`src/rtl/mcl_pkg.sv`:
```
// Shared types for the MCL memory-cycle controller: FSM states, latched
// cycle type, and the default NXM timeout.
package mcl_pkg;

  localparam int TIMEOUT_DEF = 64;

  typedef enum logic [1:0] {
    ST_IDLE,
    ST_REQ,
    ST_DATA,
    ST_PAUSE
  } state_t;

  typedef struct packed {
    logic rd;
    logic wr;
    logic pse;
    logic fetch;
    logic ar;
    logic arx;
  } cyc_type_t;

  // Words the MBOX will return: one per AR/ARX load on a read, otherwise a
  // single store-done (or completion) transfer.
  function automatic logic [1:0] word_count(input cyc_type_t t);
    return t.rd ? ({1'b0, t.ar} + {1'b0, t.arx}) : 2'd1;
  endfunction

endpackage

```
`src/rtl/nxm_timer.sv`:
```
// Watchdog for MBOX progress: counts while enabled, clears on demand, and
// flags the cycle on which the count reaches TIMEOUT-1.
module nxm_timer
  import mcl_pkg::*;
#(
  parameter int TIMEOUT = TIMEOUT_DEF
) (
  input  logic clk,
  input  logic rst,
  input  logic clr,
  input  logic en,
  output logic expire
);

  localparam int CNT_W = $clog2(TIMEOUT);

  logic [CNT_W-1:0] cnt;

  // NOTE: state registers use non-blocking assignments so every flop samples
  // the pre-edge value; blocking here would make update order matter.
  always_ff @(posedge clk) begin
    if (rst || clr) begin
      cnt <= '0;
    end else if (en) begin
      cnt <= cnt + 1'b1;
    end
  end

  assign expire = en && (cnt == CNT_W'(TIMEOUT - 1));

endmodule

```
`src/rtl/mbox_cyc_ctl.sv`:
```
// EBOX-side sequencer for MBOX memory cycles: latches the request, holds
// EBOX_REQ until ACK, counts returning words and handles pause/abort.
module mbox_cyc_ctl
  import mcl_pkg::*;
#(
  parameter int TIMEOUT = TIMEOUT_DEF,
  parameter int VMA_W   = 23
) (
  input  logic             clk,
  input  logic             RESET,
  input  logic             MBOX_CYC_REQ,
  input  logic             LOAD_AR,
  input  logic             LOAD_ARX,
  input  logic             VMA_PAUSE,
  input  logic             VMA_WRITE,
  input  logic             VMA_FETCH,
  input  logic [VMA_W-1:0] VMA,
  input  logic             MBOX_ACK,
  input  logic             MB_XFER,
  input  logic             PAGE_FAIL,
  output logic             EBOX_REQ,
  output logic             EBOX_RD,
  output logic             EBOX_WR,
  output logic             EBOX_PSE,
  output logic             EBOX_FETCH,
  output logic [VMA_W-1:0] EBOX_ADDR,
  output logic             EBOX_WAIT,
  output logic             AR_LOAD_EN,
  output logic             ARX_LOAD_EN,
  output logic             PF_HOLD,
  output logic             NXM_ERR,
  output logic             BUSY
);

  state_t           state;
  cyc_type_t        typ;
  cyc_type_t        req_typ;
  logic [VMA_W-1:0] addr;
  logic [1:0]       words_left;
  logic             ebox_req_q;
  logic             busy_q;

  logic st_idle, st_req, st_data, st_pause;
  logic timed;
  logic progress;
  logic tmr_expire;
  logic pf_abort;
  logic nxm_abort;
  logic xfer_take;
  logic last_word;
  logic first_word;

  assign st_idle  = (state == ST_IDLE);
  assign st_req   = (state == ST_REQ);
  assign st_data  = (state == ST_DATA);
  assign st_pause = (state == ST_PAUSE);
  assign timed    = st_req || st_data;

  assign req_typ = '{rd:    LOAD_AR | LOAD_ARX,
                     wr:    VMA_WRITE,
                     pse:   VMA_PAUSE,
                     fetch: VMA_FETCH,
                     ar:    LOAD_AR,
                     arx:   LOAD_ARX};

  // Any ACK in REQ or XFER in DATA counts as MBOX progress and rearms the watchdog.
  assign progress = (st_req && MBOX_ACK) || (st_data && MB_XFER);

  nxm_timer #(
    .TIMEOUT (TIMEOUT)
  ) u_nxm_timer (
    .clk    (clk),
    .rst    (RESET),
    .clr    (!timed || progress),
    .en     (timed),
    .expire (tmr_expire)
  );

  // Strobes are combinational on the causing input; RESET masks them all.
  assign pf_abort   = !RESET && PAGE_FAIL && !st_idle;
  assign nxm_abort  = !RESET && !PAGE_FAIL && tmr_expire && !progress;
  assign xfer_take  = !RESET && !PAGE_FAIL && st_data && MB_XFER;
  assign last_word  = xfer_take && (words_left == 2'd1);
  assign first_word = (words_left == word_count(typ));

  assign AR_LOAD_EN  = xfer_take && typ.rd && typ.ar && first_word;
  assign ARX_LOAD_EN = xfer_take && typ.rd && !(typ.ar && first_word);
  assign PF_HOLD     = pf_abort;
  assign NXM_ERR     = nxm_abort;
  assign EBOX_WAIT   = !RESET && ((MBOX_CYC_REQ && (st_idle || st_pause)) ||
                                  (timed && !last_word));

  assign EBOX_REQ   = ebox_req_q;
  assign BUSY       = busy_q;
  assign EBOX_RD    = typ.rd;
  assign EBOX_WR    = typ.wr;
  assign EBOX_PSE   = typ.pse;
  assign EBOX_FETCH = typ.fetch;
  assign EBOX_ADDR  = addr;

  always_ff @(posedge clk) begin
    if (RESET) begin
      state      <= ST_IDLE;
      typ        <= '0;
      addr       <= '0;
      words_left <= '0;
      ebox_req_q <= 1'b0;
      busy_q     <= 1'b0;
    end else begin
      unique case (state)
        ST_IDLE: begin
          if (MBOX_CYC_REQ) begin
            typ        <= req_typ;
            addr       <= VMA;
            words_left <= word_count(req_typ);
            state      <= ST_REQ;
            ebox_req_q <= 1'b1;
            busy_q     <= 1'b1;
          end
        end
        ST_REQ: begin
          if (pf_abort || nxm_abort) begin
            state      <= ST_IDLE;
            ebox_req_q <= 1'b0;
            busy_q     <= 1'b0;
          end else if (MBOX_ACK) begin
            state      <= ST_DATA;
            ebox_req_q <= 1'b0;
          end
        end
        ST_DATA: begin
          if (pf_abort || nxm_abort) begin
            state  <= ST_IDLE;
            busy_q <= 1'b0;
          end else if (xfer_take) begin
            words_left <= words_left - 2'd1;
            if (last_word) begin
              if (typ.pse && typ.rd) begin
                state <= ST_PAUSE;
              end else begin
                state  <= ST_IDLE;
                busy_q <= 1'b0;
              end
            end
          end
        end
        ST_PAUSE: begin
          if (pf_abort) begin
            state  <= ST_IDLE;
            busy_q <= 1'b0;
          end else if (MBOX_CYC_REQ) begin
            // Write half of read-pause-write: keep address and pause context.
            typ.rd     <= 1'b0;
            typ.wr     <= 1'b1;
            typ.ar     <= 1'b0;
            typ.arx    <= 1'b0;
            words_left <= 2'd1;
            state      <= ST_REQ;
            ebox_req_q <= 1'b1;
          end
        end
        default: begin
          state      <= ST_IDLE;
          ebox_req_q <= 1'b0;
          busy_q     <= 1'b0;
        end
      endcase
    end
  end

endmodule
```
`config.mk`:
```
export PLATFORM = sky130hd
export DESIGN_NAME = mbox_cyc_ctl
export DESIGN_NICKNAME = d
export VERILOG_FILES = /design/src/rtl/mcl_pkg.sv /design/src/rtl/nxm_timer.sv /design/src/rtl/mbox_cyc_ctl.sv
export SDC_FILE = /design/constraint.sdc
export NUM_CORES = 1
export LEC_CHECK = 0
export BUFFER_PORTS_ARGS = -buffer_cell sky130_fd_sc_hd__buf_4
export CORE_MARGIN = 2
export CORE_UTILIZATION = 51
export CTS_BUF_LIST = sky130_fd_sc_hd__clkbuf_8
export DETAILED_ROUTE_END_ITERATION = 8
export PLACE_DENSITY_LB_ADDON = 0.25
export REMOVE_ABC_BUFFERS = 1
export SYNTH_ARGS = -nofsm -noshare
export SYNTH_HDL_FRONTEND = slang
export SYNTH_SLANG_ARGS = --single-unit
```
`constraint.sdc`:
```
create_clock -name clk -period 2.4 [get_ports clk]
set_input_delay 0.24 -clock clk [delete_from_list [all_inputs] [get_ports clk]]
set_output_delay 0.24 -clock clk [all_outputs]
set_load 0.03 [all_outputs]
```
==> results of run 1 <==
critical path, delay by kind of cell (launching register included):
family | cells | cell delay, ns
AOI/OAI and AO/OA | 3 | 0.46
adders and majority gates | 1 | 0.34
buffers and inverters | 2 | 0.19
DFF | 1 | 0.37
and+or+nand+nor | 2 | 0.66
cells in the final DEF (no fill, tap or decap), types with 2 or more instances in the layout:
master    count
a211oi_1      3
a21oi_1      34
and3_1        3
buf_4        70
clkbuf_8      6
dfxtp_1      41
ha_1          7
inv_1         5
nand2_1      60
nand2b_1      4
nand3_1       2
nand4_1       6
nor2_1       11
nor2b_1       3
nor3_1        2
o21ai_0       5
o21bai_1      2
o31ai_1       2
xor2_1        4
sequential cells by signal, summed over array words and instances (netlist names):
signal / cells
EBOX_PSE: 1
u_nxm_timer.cnt: 6
EBOX_FETCH: 1
words_left: 2
EBOX_WR: 1
state: 2
EBOX_REQ: 1
BUSY: 1
typ: 2
EBOX_RD: 1
EBOX_ADDR: 23
metrics by stage:
stage / setup slack (ns) / util
global route: 0.1607 / 0.6997
finish: 0.3339 / 0.6997
CTS: 0.3359 / 0.6997
global placement: 0.4363 / 0.6667
floorplan: 0.3798 / -
detailed placement: 0.3613 / 0.6667
per-layer routing:
metal | vias to the layer above | routed length [µm]
met5 | - | 0
met4 | 0 | 87
met3 | 10 | 147
met1 | 843 | 2005
li1 | 930 | -
met2 | 42 | 2183
cell type report:
type / instances / area share
Clock buffer: 6 / 0.03248
Sequential cell: 41 / 0.3228
Tap cell: 48 / 0.02362
Inverter: 6 / 0.009350
Timing Repair Buffer: 70 / 0.2067
Clock inverter: 2 / 0.01476
Multi-Input combinational cell: 172 / 0.3903
Yosys cell counts (2+ instances only):
master / n / area share
buf_6: 3 / 0.018
ha_1: 7 / 0.046
nand2b_1: 4 / 0.013
a211oi_1: 3 / 0.012
o21ai_0: 5 / 0.013
nand4_1: 6 / 0.020
nand3_1: 2 / 0.0052
o21bai_1: 2 / 0.0078
and3_1: 3 / 0.0098
o31ai_1: 2 / 0.0078
nor3_1: 2 / 0.0052
dfxtp_1: 41 / 0.43
a21oi_1: 34 / 0.088
nor2b_1: 3 / 0.0098
nand2_1: 60 / 0.12
inv_1: 5 / 0.0098
clkbuf_1: 9 / 0.018
xor2_1: 4 / 0.018
nor2_1: 11 / 0.021
power by group:
group / leakage [nW] / switching [mW] / internal (mW)
clock: 0.0574 / 0.236 / 0.338
combinational: 0.717 / 0.262 / 0.180
sequential: 0.336 / 0.0366 / 0.735
path summary, 6_finish.rpt:
kind	from	end	cells past startpoint
worst max register to register	state[0]$_SDFFE_PP0P_	state[1]$_SDFFE_PP0P_	8
worst min-delay path	VMA[12]	EBOX_ADDR[12]$_SDFFE_PP0P_	3
worst max-delay path	state[0]$_SDFFE_PP0P_	state[1]$_SDFFE_PP0P_	8
worst min register to register	u_nxm_timer.cnt[0]$_SDFFE_PP0N_	u_nxm_timer.cnt[0]$_SDFFE_PP0N_	1
kinds of logic after synthesis:
| group | synth area share |
|---|---|
| and+or+nand+nor | 0.2622 |
| AOI/OAI and AO/OA | 0.1848 |
| DFF | 0.4268 |
| buffers and inverters | 0.05725 |
| adders and majority gates | 0.04554 |
| xor gates and xnor gates | 0.01822 |
| muxes | 0.005205 |
==> impl_metrics.prom, run 1 <==
# TYPE chip_impl_metric gauge
chip_impl_metric{name="num-fill-cells",unit=""} 323
chip_impl_metric{name="fin_cells",unit=""} 345
chip_impl_metric{name="vdd_ir_drop_max",unit="mV"} 0.4917
chip_impl_metric{name="tritoncts.num_buffers",unit=""} 5
chip_impl_metric{name="setup_slack_of_the_worst_register_to_register_path",unit="ns"} 0.33
chip_impl_metric{name="placeableCoreArea",unit="µm²"} 3633
chip_impl_metric{name="die_width",unit="µm"} 65.41
chip_impl_metric{name="layout-drive-gt1-share",unit=""} 0.2828
chip_impl_metric{name="total_power",unit="mW"} 1.788
chip_impl_metric{name="fin_crit_sh",unit=""} 0.8609
chip_impl_info{name="run_status",value="complete, no violations"} 1
chip_impl_info{name="cp_cell_sequence",value="inv_1 > ha_1 > a22oi_2 > nand4_2 > clkinv_2 > a211oi_2 > or4_1 > a21oi_1"} 1
chip_impl_metric{name="io-pin-count",unit=""} 68
chip_impl_metric{name="hold_viol",unit=""} 0
chip_impl_info{name="min-delay-path-class",value="in -> reg"} 1
chip_impl_metric{name="cts_setup_buffers",unit=""} 0
chip_impl_metric{name="globalRouteMet1Util",unit=""} 0.2557
chip_impl_metric{name="worst-endpoint-arrival",unit="ns"} 2.29
chip_impl_metric{name="placed_cells_incl_taps",unit=""} 337
chip_impl_metric{name="grt_max_degree",unit=""} 40
chip_impl_metric{name="groute.usage.overall",unit=""} 0.2108
chip_impl_metric{name="synth-edff-count",unit=""} 0
chip_impl_metric{name="worst_hold_slack",unit="ns"} 0.1887
chip_impl_info{name="synth_ff_type",value="dfxtp_1"} 1
chip_impl_info{name="rsz_0062_raised_after_global_routing",value="false"} 1
chip_impl_metric{name="cts.repair.resized",unit=""} 0
chip_impl_metric{name="initial_core_util",unit=""} 0.5293
chip_impl_metric{name="timing.final.crit_period",unit="ns"} 2.066
chip_impl_metric{name="multi_input_comb_area",unit="µm²"} 992.2
chip_impl_metric{name="timing.final.max_slew_violations",unit=""} 0
chip_impl_info{name="cts_root_buffer",value="clkbuf_8"} 1
chip_impl_metric{name="synth.ff_latch_count",unit=""} 41
chip_impl_metric{name="post_dp_cell_area",unit="µm²"} 2422
chip_impl_metric{name="cell_pwr_density",unit="nW/µm²"} 703.2
chip_impl_metric{name="timing.fmax",unit="MHz"} 484.0
chip_impl_metric{name="number_of_library_cell_types_mapped_by_synthesis",unit=""} 47
chip_impl_metric{name="drt_drc_violations_left",unit=""} 0
chip_impl_metric{name="die_area",unit="µm²"} 4278
chip_impl_metric{name="grt_util_met2",unit=""} 0.3495
chip_impl_metric{name="place.gp.congestion",unit=""} 0.9087
chip_impl_metric{name="tightestPinTransition",unit="ns"} 0.5273
chip_impl_metric{name="grt_use_met3",unit=""} 0.04452
chip_impl_metric{name="max_slew_margin",unit=""} 0.6484
chip_impl_info{name="slowest_stage",value="or4_1"} 1
chip_impl_metric{name="clkLatencyLatePin",unit="ns"} 0.29
chip_impl_metric{name="route.vias.total",unit=""} 1825
chip_impl_metric{name="grt_pass1_vias",unit=""} 1604
chip_impl_metric{name="floorplan.die.height",unit="µm"} 65.41
chip_impl_metric{name="timing.max_cap.violations",unit=""} 0
chip_impl_info{name="timing_worst_setup_path_type",value="reg -> reg"} 1
chip_impl_info{name="endpoint_kind",value="flop"} 1
chip_impl_info{name="cts_tree",value="yes"} 1
chip_impl_metric{name="wire_length_of_the_first_global_routing_pass",unit="µm"} 7024
chip_impl_metric{name="timing.critical_path.slowest_cell_delay",unit="ns"} 0.49
chip_impl_metric{name="nNetsFinal",unit=""} 337
chip_impl_metric{name="first_iter_violations",unit=""} 131
chip_impl_metric{name="placementRows",unit=""} 22
chip_impl_metric{name="ant_nets",unit=""} 0
chip_impl_metric{name="detail_route.first_pass.iterations",unit=""} 4
chip_impl_metric{name="timing.critical_path.fanout_max",unit=""} 11
chip_impl_info{name="grt.busiest_layer",value="met2"} 1
chip_impl_metric{name="route.final.wire_length",unit="µm"} 4424
chip_impl_metric{name="overflow",unit=""} 0
chip_impl_metric{name="synth_async_sr_flop_share",unit=""} 0
chip_impl_metric{name="detailed_place_hpwl",unit="µm"} 3135
chip_impl_metric{name="fin_setup_tns",unit="ns"} 0
chip_impl_metric{name="detail_route.wl_per_cell",unit="µm"} 12.82
chip_impl_metric{name="clock_buffer_depth",unit=""} 2
chip_impl_metric{name="synth_sequential_area_ratio",unit=""} 0.4268
chip_impl_metric{name="htree_num_levels",unit=""} 2
chip_impl_metric{name="post_syn_instances",unit=""} 234
chip_impl_metric{name="initial_antenna_violation_count",unit=""} 0
chip_impl_metric{name="path_clk_slew",unit="ns"} 0.08
chip_impl_metric{name="timing.final.setup_violations",unit=""} 0
chip_impl_metric{name="yosysWarningCount",unit=""} 0
chip_impl_metric{name="cts.sink_count",unit=""} 41
chip_impl_metric{name="cts.hold.buffers_added",unit=""} 0
chip_impl_metric{name="postLayoutCellArea",unit="µm²"} 2542
chip_impl_metric{name="synth.cell_area",unit="µm²"} 1923
chip_impl_metric{name="crit_required",unit="ns"} 2.63
chip_impl_metric{name="portBuffers",unit=""} 67
chip_impl_info{name="start_kind",value="flop"} 1
chip_impl_metric{name="register_area",unit="µm²"} 820.8
chip_impl_metric{name="static-leakage-power",unit="nW"} 1.111
chip_impl_metric{name="synth_area_per_cell",unit="µm²"} 8.218
chip_impl_metric{name="insertedDiodeCount",unit=""} 0
chip_impl_metric{name="clock_skew",unit="ns"} 0.004515
chip_impl_metric{name="area_growth_syn_to_layout",unit="%"} 32.21
chip_impl_metric{name="vias_per_cell",unit=""} 5.290
Note: power is estimated with default switching activity, not from simulation.
==> run 2: changes to the inputs <==
Settings changed: ABC_AREA set to 1.
==> impl_metrics.prom, run 2 <==
# TYPE chip_impl_metric gauge
chip_impl_metric{name="timing.final.setup_violations",unit=""} 0
chip_impl_metric{name="overflow",unit=""} 0
chip_impl_info{name="synthDominantAreaCellType",value="dfxtp_1"} 1
chip_impl_info{name="r2r-end",value="state[0]$_SDFFE_PP0P_"} 1
chip_impl_info{name="cts_root_buffer",value="clkbuf_8"} 1
chip_impl_metric{name="synth_area_per_cell",unit="µm²"} 7.361
chip_impl_info{name="yosys.cell_count.top_type",value="nor2_1"} 1
chip_impl_metric{name="insertedDiodeCount",unit=""} 0
chip_impl_metric{name="synth.ff_latch_count",unit=""} 41
chip_impl_metric{name="yosysWarningCount",unit=""} 0
chip_impl_metric{name="tightestPinTransition",unit="ns"} 0.4135
chip_impl_info{name="run_status",value="complete, no violations"} 1
chip_impl_metric{name="initial_core_util",unit=""} 0.5226
chip_impl_metric{name="post_syn_instances",unit=""} 256
chip_impl_metric{name="drt_drc_violations_left",unit=""} 0
chip_impl_metric{name="place.gp.congestion",unit=""} 0.8424
chip_impl_metric{name="portBuffers",unit=""} 67
chip_impl_info{name="min-delay-path-class",value="in -> reg"} 1
chip_impl_metric{name="timing.critical_path.slowest_cell_delay",unit="ns"} 0.36
chip_impl_metric{name="grt_max_degree",unit=""} 26
chip_impl_metric{name="ant_nets",unit=""} 0
chip_impl_info{name="critical_path.startpoint",value="state[0]$_SDFFE_PP0P_"} 1
chip_impl_metric{name="timing.fmax",unit="MHz"} 501.9
chip_impl_metric{name="area_growth_syn_to_layout",unit="%"} 33.13
chip_impl_metric{name="timing.final.max_slew_violations",unit=""} 0
chip_impl_info{name="synth.cells.most_frequent",value="nor2_1, dfxtp_1, nand2_1, o21ai_0, inv_1"} 1
chip_impl_metric{name="total_power",unit="mW"} 2.806
chip_impl_metric{name="cell_pwr_density",unit="nW/µm²"} 1118
chip_impl_metric{name="clock_buffer_depth",unit=""} 2
chip_impl_metric{name="tritoncts.num_buffers",unit=""} 5
chip_impl_metric{name="detailed_place_hpwl",unit="µm"} 3086
chip_impl_metric{name="timing.critical_path.fanout_max",unit=""} 8
chip_impl_metric{name="placementRows",unit=""} 22
chip_impl_metric{name="nNetsFinal",unit=""} 365
chip_impl_metric{name="vdd_ir_drop_max",unit="mV"} 0.6279
chip_impl_metric{name="number_of_library_cell_types_mapped_by_synthesis",unit=""} 32
chip_impl_metric{name="layout-drive-gt1-share",unit=""} 0.2747
chip_impl_info{name="worstReg2RegStart",value="state[0]$_SDFFE_PP0P_"} 1
chip_impl_info{name="endpoint_kind",value="output port"} 1
chip_impl_metric{name="max_slew_margin",unit=""} 0.7239
chip_impl_metric{name="cts.repair.resized",unit=""} 0
chip_impl_metric{name="die_area",unit="µm²"} 4197
chip_impl_metric{name="synth_top_cell_area_share",unit=""} 0.4356
chip_impl_metric{name="detail_route.wl_per_cell",unit="µm"} 10.98
chip_impl_info{name="final_cell_mix",value="nor2_1, buf_4, dfxtp_1, nand2_1, o21ai_0"} 1
chip_impl_metric{name="cts.hold.buffers_added",unit=""} 0
chip_impl_metric{name="postLayoutCellArea",unit="µm²"} 2509
chip_impl_info{name="cts_tree",value="yes"} 1
chip_impl_metric{name="floorplan.die.height",unit="µm"} 64.79
chip_impl_metric{name="vias_per_cell",unit=""} 4.917
chip_impl_info{name="synth_top_cells_by_area",value="dfxtp_1, nor2_1, o21ai_0"} 1
chip_impl_metric{name="path_clk_slew",unit="ns"} 0.07
chip_impl_info{name="cp_cell_sequence",value="inv_1 > ha_1 > nand2_2 > inv_2 > nand2_1 > inv_1 > nand2_1 > nor2_1 > buf_4"} 1
chip_impl_metric{name="num-fill-cells",unit=""} 327
chip_impl_metric{name="worst-endpoint-arrival",unit="ns"} 1.75
chip_impl_metric{name="first_iter_violations",unit=""} 73
chip_impl_metric{name="post_dp_cell_area",unit="µm²"} 2422
chip_impl_info{name="start_kind",value="flop"} 1
chip_impl_metric{name="placeableCoreArea",unit="µm²"} 3606
chip_impl_metric{name="hold_viol",unit=""} 0
chip_impl_metric{name="groute.usage.overall",unit=""} 0.2091
chip_impl_metric{name="fin_setup_tns",unit="ns"} 0
chip_impl_metric{name="clkLatencyLatePin",unit="ns"} 0.29
chip_impl_metric{name="initial_antenna_violation_count",unit=""} 0
chip_impl_metric{name="io-pin-count",unit=""} 68
chip_impl_metric{name="static-leakage-power",unit="nW"} 1.201
chip_impl_metric{name="synth.cell_area",unit="µm²"} 1884
chip_impl_metric{name="synth_sequential_area_ratio",unit=""} 0.4356
chip_impl_info{name="rsz_0062_raised_after_global_routing",value="false"} 1
chip_impl_metric{name="wire_length_of_the_first_global_routing_pass",unit="µm"} 6886
chip_impl_metric{name="grt_pass1_vias",unit=""} 1641
chip_impl_info{name="min_from",value="RESET"} 1
chip_impl_metric{name="clock_skew",unit="ns"} 0.006119
chip_impl_metric{name="crit_required",unit="ns"} 2.16
chip_impl_metric{name="cp.depth",unit=""} 9
chip_impl_metric{name="number_of_cells_on_the_worst_hold_path",unit=""} 2
chip_impl_metric{name="cts.sink_count",unit=""} 41
chip_impl_metric{name="worst_r2r_path_depth",unit=""} 9
chip_impl_info{name="synth_ff_type",value="dfxtp_1"} 1
chip_impl_info{name="slowest_stage",value="ha_1"} 1
chip_impl_metric{name="route.final.wire_length",unit="µm"} 4083
chip_impl_metric{name="fin_crit_sh",unit=""} 0.8302
chip_impl_metric{name="timing.final.crit_period",unit="ns"} 1.992
chip_impl_info{name="critical_path.top_delay_family",value="buffers and inverters"} 1
chip_impl_metric{name="die_width",unit="µm"} 64.79
chip_impl_metric{name="largest_reg_flops",unit=""} 23
chip_impl_metric{name="path_buf_inv",unit=""} 4
chip_impl_info{name="worst_hold_path.endpoint",value="typ[1]$_SDFFE_PP0P_"} 1
chip_impl_metric{name="cts_setup_buffers",unit=""} 0
chip_impl_metric{name="route.vias.total",unit=""} 1829
chip_impl_metric{name="detail_route.first_pass.iterations",unit=""} 4
chip_impl_metric{name="setup_slack_of_the_worst_register_to_register_path",unit="ns"} 0.62
chip_impl_metric{name="synth_async_sr_flop_share",unit=""} 0
chip_impl_metric{name="htree_num_levels",unit=""} 2
chip_impl_metric{name="synth-edff-count",unit=""} 0
chip_impl_info{name="final_common_cell",value="nor2_1"} 1
chip_impl_info{name="timing_worst_setup_path_type",value="reg -> out"} 1
chip_impl_metric{name="timing.max_cap.violations",unit=""} 0
==> run 2: cell families after synthesis <==
family	synth area share
and+or+nand+nor	0.3068
AOI/OAI and AO/OA	0.1228
DFF	0.4356
buffers and inverters	0.06441
adders and majority gates	0.04648
xor gates and xnor gates	0.01860
muxes	0.005312
==> run 2: cell type report <==
type                    count  area (µm²)  area share
clock buffers               6       82.58     0.03292
clock inverters             1       3.754    0.001496
inverters                  21       81.33     0.03242
flip-flops and latches     41       820.8      0.3272
multi-input cells         186       942.2      0.3756
well taps                  48       60.06     0.02394
repair buffers             69       518.0      0.2065
==> run 2: layer usage <==
| layer | vias to the layer above | track usage | wire length (µm) |
|---|---|---|---|
| met4 | 0 | 0.04787 | 41 |
| met3 | 8 | 0.09028 | 337 |
| li1 | 956 | - | - |
| met1 | 808 | 0.2379 | 1791 |
| met2 | 57 | 0.3608 | 1913 |
| met5 | - | 0 | 0 |
==> run 2: report_power, final <==
group	switching [mW]	internal [mW]	total, mW
clock	0.224	0.224	0.448
combinational	0.883	0.503	1.39
sequential	0.108	0.864	0.972
total	1.21	1.59	2.81
==> run 2: worst max path at each step <==
stage                                 end
global route                  ARX_LOAD_EN
finish                        ARX_LOAD_EN
floorplan                      AR_LOAD_EN
detailed placement  state[0]$_SDFFE_PP0P_
global placement    state[0]$_SDFFE_PP0P_
CTS                           ARX_LOAD_EN
==> run 2: stage by stage <==
stage	setup slack, ns	util	instances	hold WS, ns
6_report	0.4076	0.6957	372	0.1702
5_1_grt	0.2522	0.6957	372	0.1648
3_3_place_gp	0.7111	0.6718	365	0.4332
2_1_floorplan	0.6150	-	248	0.3091
4_1_cts	0.3988	0.6957	372	0.1611
3_5_place_dp	0.6537	0.6718	365	0.4556
==> run 3: changes to the inputs <==
Settings changed: ABC_AREA 1 to 0.
Clock period 2.4 ns to 1.99 ns, I/O delays scaled along.
==> impl_metrics.prom, run 3 (synthesized netlist as in run 1, its figures left out) <==
# TYPE chip_impl_metric gauge
chip_impl_metric{name="routed-wl-met2",unit="µm"} 2249
chip_impl_metric{name="setup_slack_of_the_worst_register_to_register_path",unit="ns"} 0.12
chip_impl_metric{name="htree_num_levels",unit=""} 2
chip_impl_metric{name="initial_core_util",unit=""} 0.5293
chip_impl_metric{name="detailroute.wirelength.met3",unit="µm"} 173
chip_impl_metric{name="number_of_cells_on_the_worst_hold_path",unit=""} 3
chip_impl_metric{name="route.final.wire_length",unit="µm"} 4596
chip_impl_metric{name="timing.fmax",unit="MHz"} 521.9
chip_impl_metric{name="floorplan.die.height",unit="µm"} 65.41
chip_impl_metric{name="die_area",unit="µm²"} 4278
chip_impl_metric{name="clock_buffer_depth",unit=""} 2
chip_impl_metric{name="overflow",unit=""} 0
chip_impl_metric{name="detail_route.first_pass.iterations",unit=""} 4
chip_impl_metric{name="die_width",unit="µm"} 65.41
chip_impl_info{name="worstReg2RegStart",value="state[1]$_SDFFE_PP0P_"} 1
chip_impl_metric{name="timing.max_cap.violations",unit=""} 0
chip_impl_metric{name="largest_reg_flops",unit=""} 23
chip_impl_info{name="endpoint_kind",value="output port"} 1
chip_impl_metric{name="initial_antenna_violation_count",unit=""} 0
chip_impl_metric{name="drt_drc_violations_left",unit=""} 0
chip_impl_metric{name="total_power",unit="mW"} 2.042
chip_impl_metric{name="grt_pass1_vias",unit=""} 1721
chip_impl_metric{name="crit_required",unit="ns"} 1.79
chip_impl_metric{name="timing.final.max_slew_violations",unit=""} 0
chip_impl_metric{name="tightestPinTransition",unit="ns"} 0.3719
chip_impl_info{name="top_layer_reached_by_signal_wires",value="met4"} 1
chip_impl_info{name="min-delay-path-class",value="in -> reg"} 1
chip_impl_metric{name="area_growth_syn_to_layout",unit="%"} 35.00
chip_impl_info{name="worst_hold_path.endpoint",value="EBOX_ADDR[15]$_SDFFE_PP0P_"} 1
chip_impl_info{name="run_status",value="complete, no violations"} 1
chip_impl_metric{name="num-fill-cells",unit=""} 313
chip_impl_metric{name="timing.final.setup_violations",unit=""} 0
chip_impl_metric{name="route.vias.total",unit=""} 1843
chip_impl_metric{name="cell_pwr_density",unit="nW/µm²"} 786.5
chip_impl_info{name="r2r-end",value="state[1]$_SDFFE_PP0P_"} 1
chip_impl_metric{name="path_clk_slew",unit="ns"} 0.08
chip_impl_metric{name="groute.usage.overall",unit=""} 0.2279
chip_impl_metric{name="place.gp.congestion",unit=""} 0.9471
chip_impl_metric{name="io-pin-count",unit=""} 68
chip_impl_info{name="start_kind",value="flop"} 1
chip_impl_metric{name="first_iter_violations",unit=""} 46
chip_impl_info{name="cts_root_buffer",value="clkbuf_8"} 1
chip_impl_info{name="rsz_0062_raised_after_global_routing",value="true"} 1
chip_impl_metric{name="worst_hold_slack",unit="ns"} 0.1520
chip_impl_metric{name="timing.critical_path.fanout_max",unit=""} 7
chip_impl_metric{name="sum_of_routed_wire_segments_on_met1",unit="µm"} 2124
chip_impl_info{name="cts_tree",value="yes"} 1
chip_impl_metric{name="grt_max_degree",unit=""} 26
chip_impl_info{name="timing_worst_setup_path_type",value="reg -> out"} 1
chip_impl_info{name="final_common_cell",value="buf_4"} 1
chip_impl_metric{name="max_slew_margin",unit=""} 0.7487
chip_impl_metric{name="tritoncts.num_buffers",unit=""} 5
chip_impl_metric{name="detail_route.wl_per_cell",unit="µm"} 13.13
chip_impl_metric{name="final_core_util",unit=""} 0.7145
chip_impl_metric{name="nNetsFinal",unit=""} 343
chip_impl_metric{name="clkLatencyLatePin",unit="ns"} 0.29
chip_impl_metric{name="portBuffers",unit=""} 67
chip_impl_metric{name="fin_crit_sh",unit=""} 0.9628
chip_impl_metric{name="wire_length_of_the_first_global_routing_pass",unit="µm"} 7693
chip_impl_metric{name="worst-endpoint-arrival",unit="ns"} 1.72
chip_impl_metric{name="vias_per_cell",unit=""} 5.266
chip_impl_metric{name="cts.hold.buffers_added",unit=""} 0
chip_impl_info{name="min_from",value="VMA[15]"} 1
chip_impl_metric{name="worst_r2r_path_depth",unit=""} 8
chip_impl_metric{name="clock_skew",unit="ns"} 0.005504
chip_impl_info{name="final_cell_mix",value="buf_4, nand2_1, dfxtp_1, a21oi_1, nor2_1"} 1
chip_impl_metric{name="ant_nets",unit=""} 0
chip_impl_metric{name="insertedDiodeCount",unit=""} 0
chip_impl_metric{name="vdd_ir_drop_max",unit="mV"} 0.6317
chip_impl_metric{name="detailed_place_hpwl",unit="µm"} 3279
chip_impl_metric{name="placeableCoreArea",unit="µm²"} 3633
chip_impl_metric{name="postLayoutCellArea",unit="µm²"} 2596
chip_impl_metric{name="placementRows",unit=""} 22
chip_impl_metric{name="timing.final.crit_period",unit="ns"} 1.916
chip_impl_metric{name="static-leakage-power",unit="nW"} 1.126
chip_impl_metric{name="post_dp_cell_area",unit="µm²"} 2467
chip_impl_metric{name="cts.sink_count",unit=""} 41
chip_impl_metric{name="layout-drive-gt1-share",unit=""} 0.3245
chip_impl_metric{name="hold_viol",unit=""} 0
-- run 3: timing repair --
item,4_1_cts,5_1_grt
gates resized for setup,0,11
setup buffers,0,0
endpoints found under the setup margin,1,5
pin swaps,1,4
-- run 3: per-layer routing --
layer | up-vias | GRT usage
met4 | 0 | 0.08073
met2 | 37 | 0.3878
met1 | 861 | 0.2869
met5 | - | 0
met3 | 6 | 0.04452
li1 | 939 | -
-- run 3: critical path: stages (launching register included) --
cell,delay [ns]
dfxtp_2,0.36
inv_1,0.07
ha_2,0.34
buf_4,0.15
nor2_1,0.06
a311oi_2,0.25
buf_4,0.20
-- run 3: how the worst max path moves through the flow --
stage	slack, ns	end	cells after the start	startpoint
after floorplan	-0.03	state[1]$_SDFFE_PP0P_	6	state[0]$_SDFFE_PP0P_
after global placement	0.16	state[1]$_SDFFE_PP0P_	6	state[1]$_SDFFE_PP0P_
after detailed placement	0.12	state[1]$_SDFFE_PP0P_	8	state[0]$_SDFFE_PP0P_
after CTS	0.02	EBOX_WAIT	6	state[0]$_SDFFE_PP0P_
after global routing	-0.05	AR_LOAD_EN	7	typ[1]$_SDFFE_PP0P_
final	0.07	EBOX_WAIT	6	state[1]$_SDFFE_PP0P_
-- run 3: area by class of cell --
class	count	area, µm²	share of cell area
clock buffer	6	82.58	0.03181
clock inverter	1	7.507	0.002892
inverter	6	23.77	0.009157
multi-input combinational	172	1022	0.3937
sequential	41	825.8	0.3181
tap	48	60.06	0.02313
timing repair buffer	76	574.3	0.2212
-- run 3: power breakdown --
part	switching, mW	internal, mW
Clock	0.268	0.274
Sequential	0.0451	0.888
Combinational	0.331	0.236
Total	0.644	1.40
-- run 3: per-stage QoR --
step | TNS, ns | instances | setup slack [ns]
floorplan | -0.03017 | 219 | -0.03017
global placement | 0 | 343 | 0.1561
detailed placement | 0 | 343 | 0.1202
CTS | 0 | 350 | 0.02304
global route | -0.05872 | 350 | -0.04763
finish | 0 | 350 | 0.07397
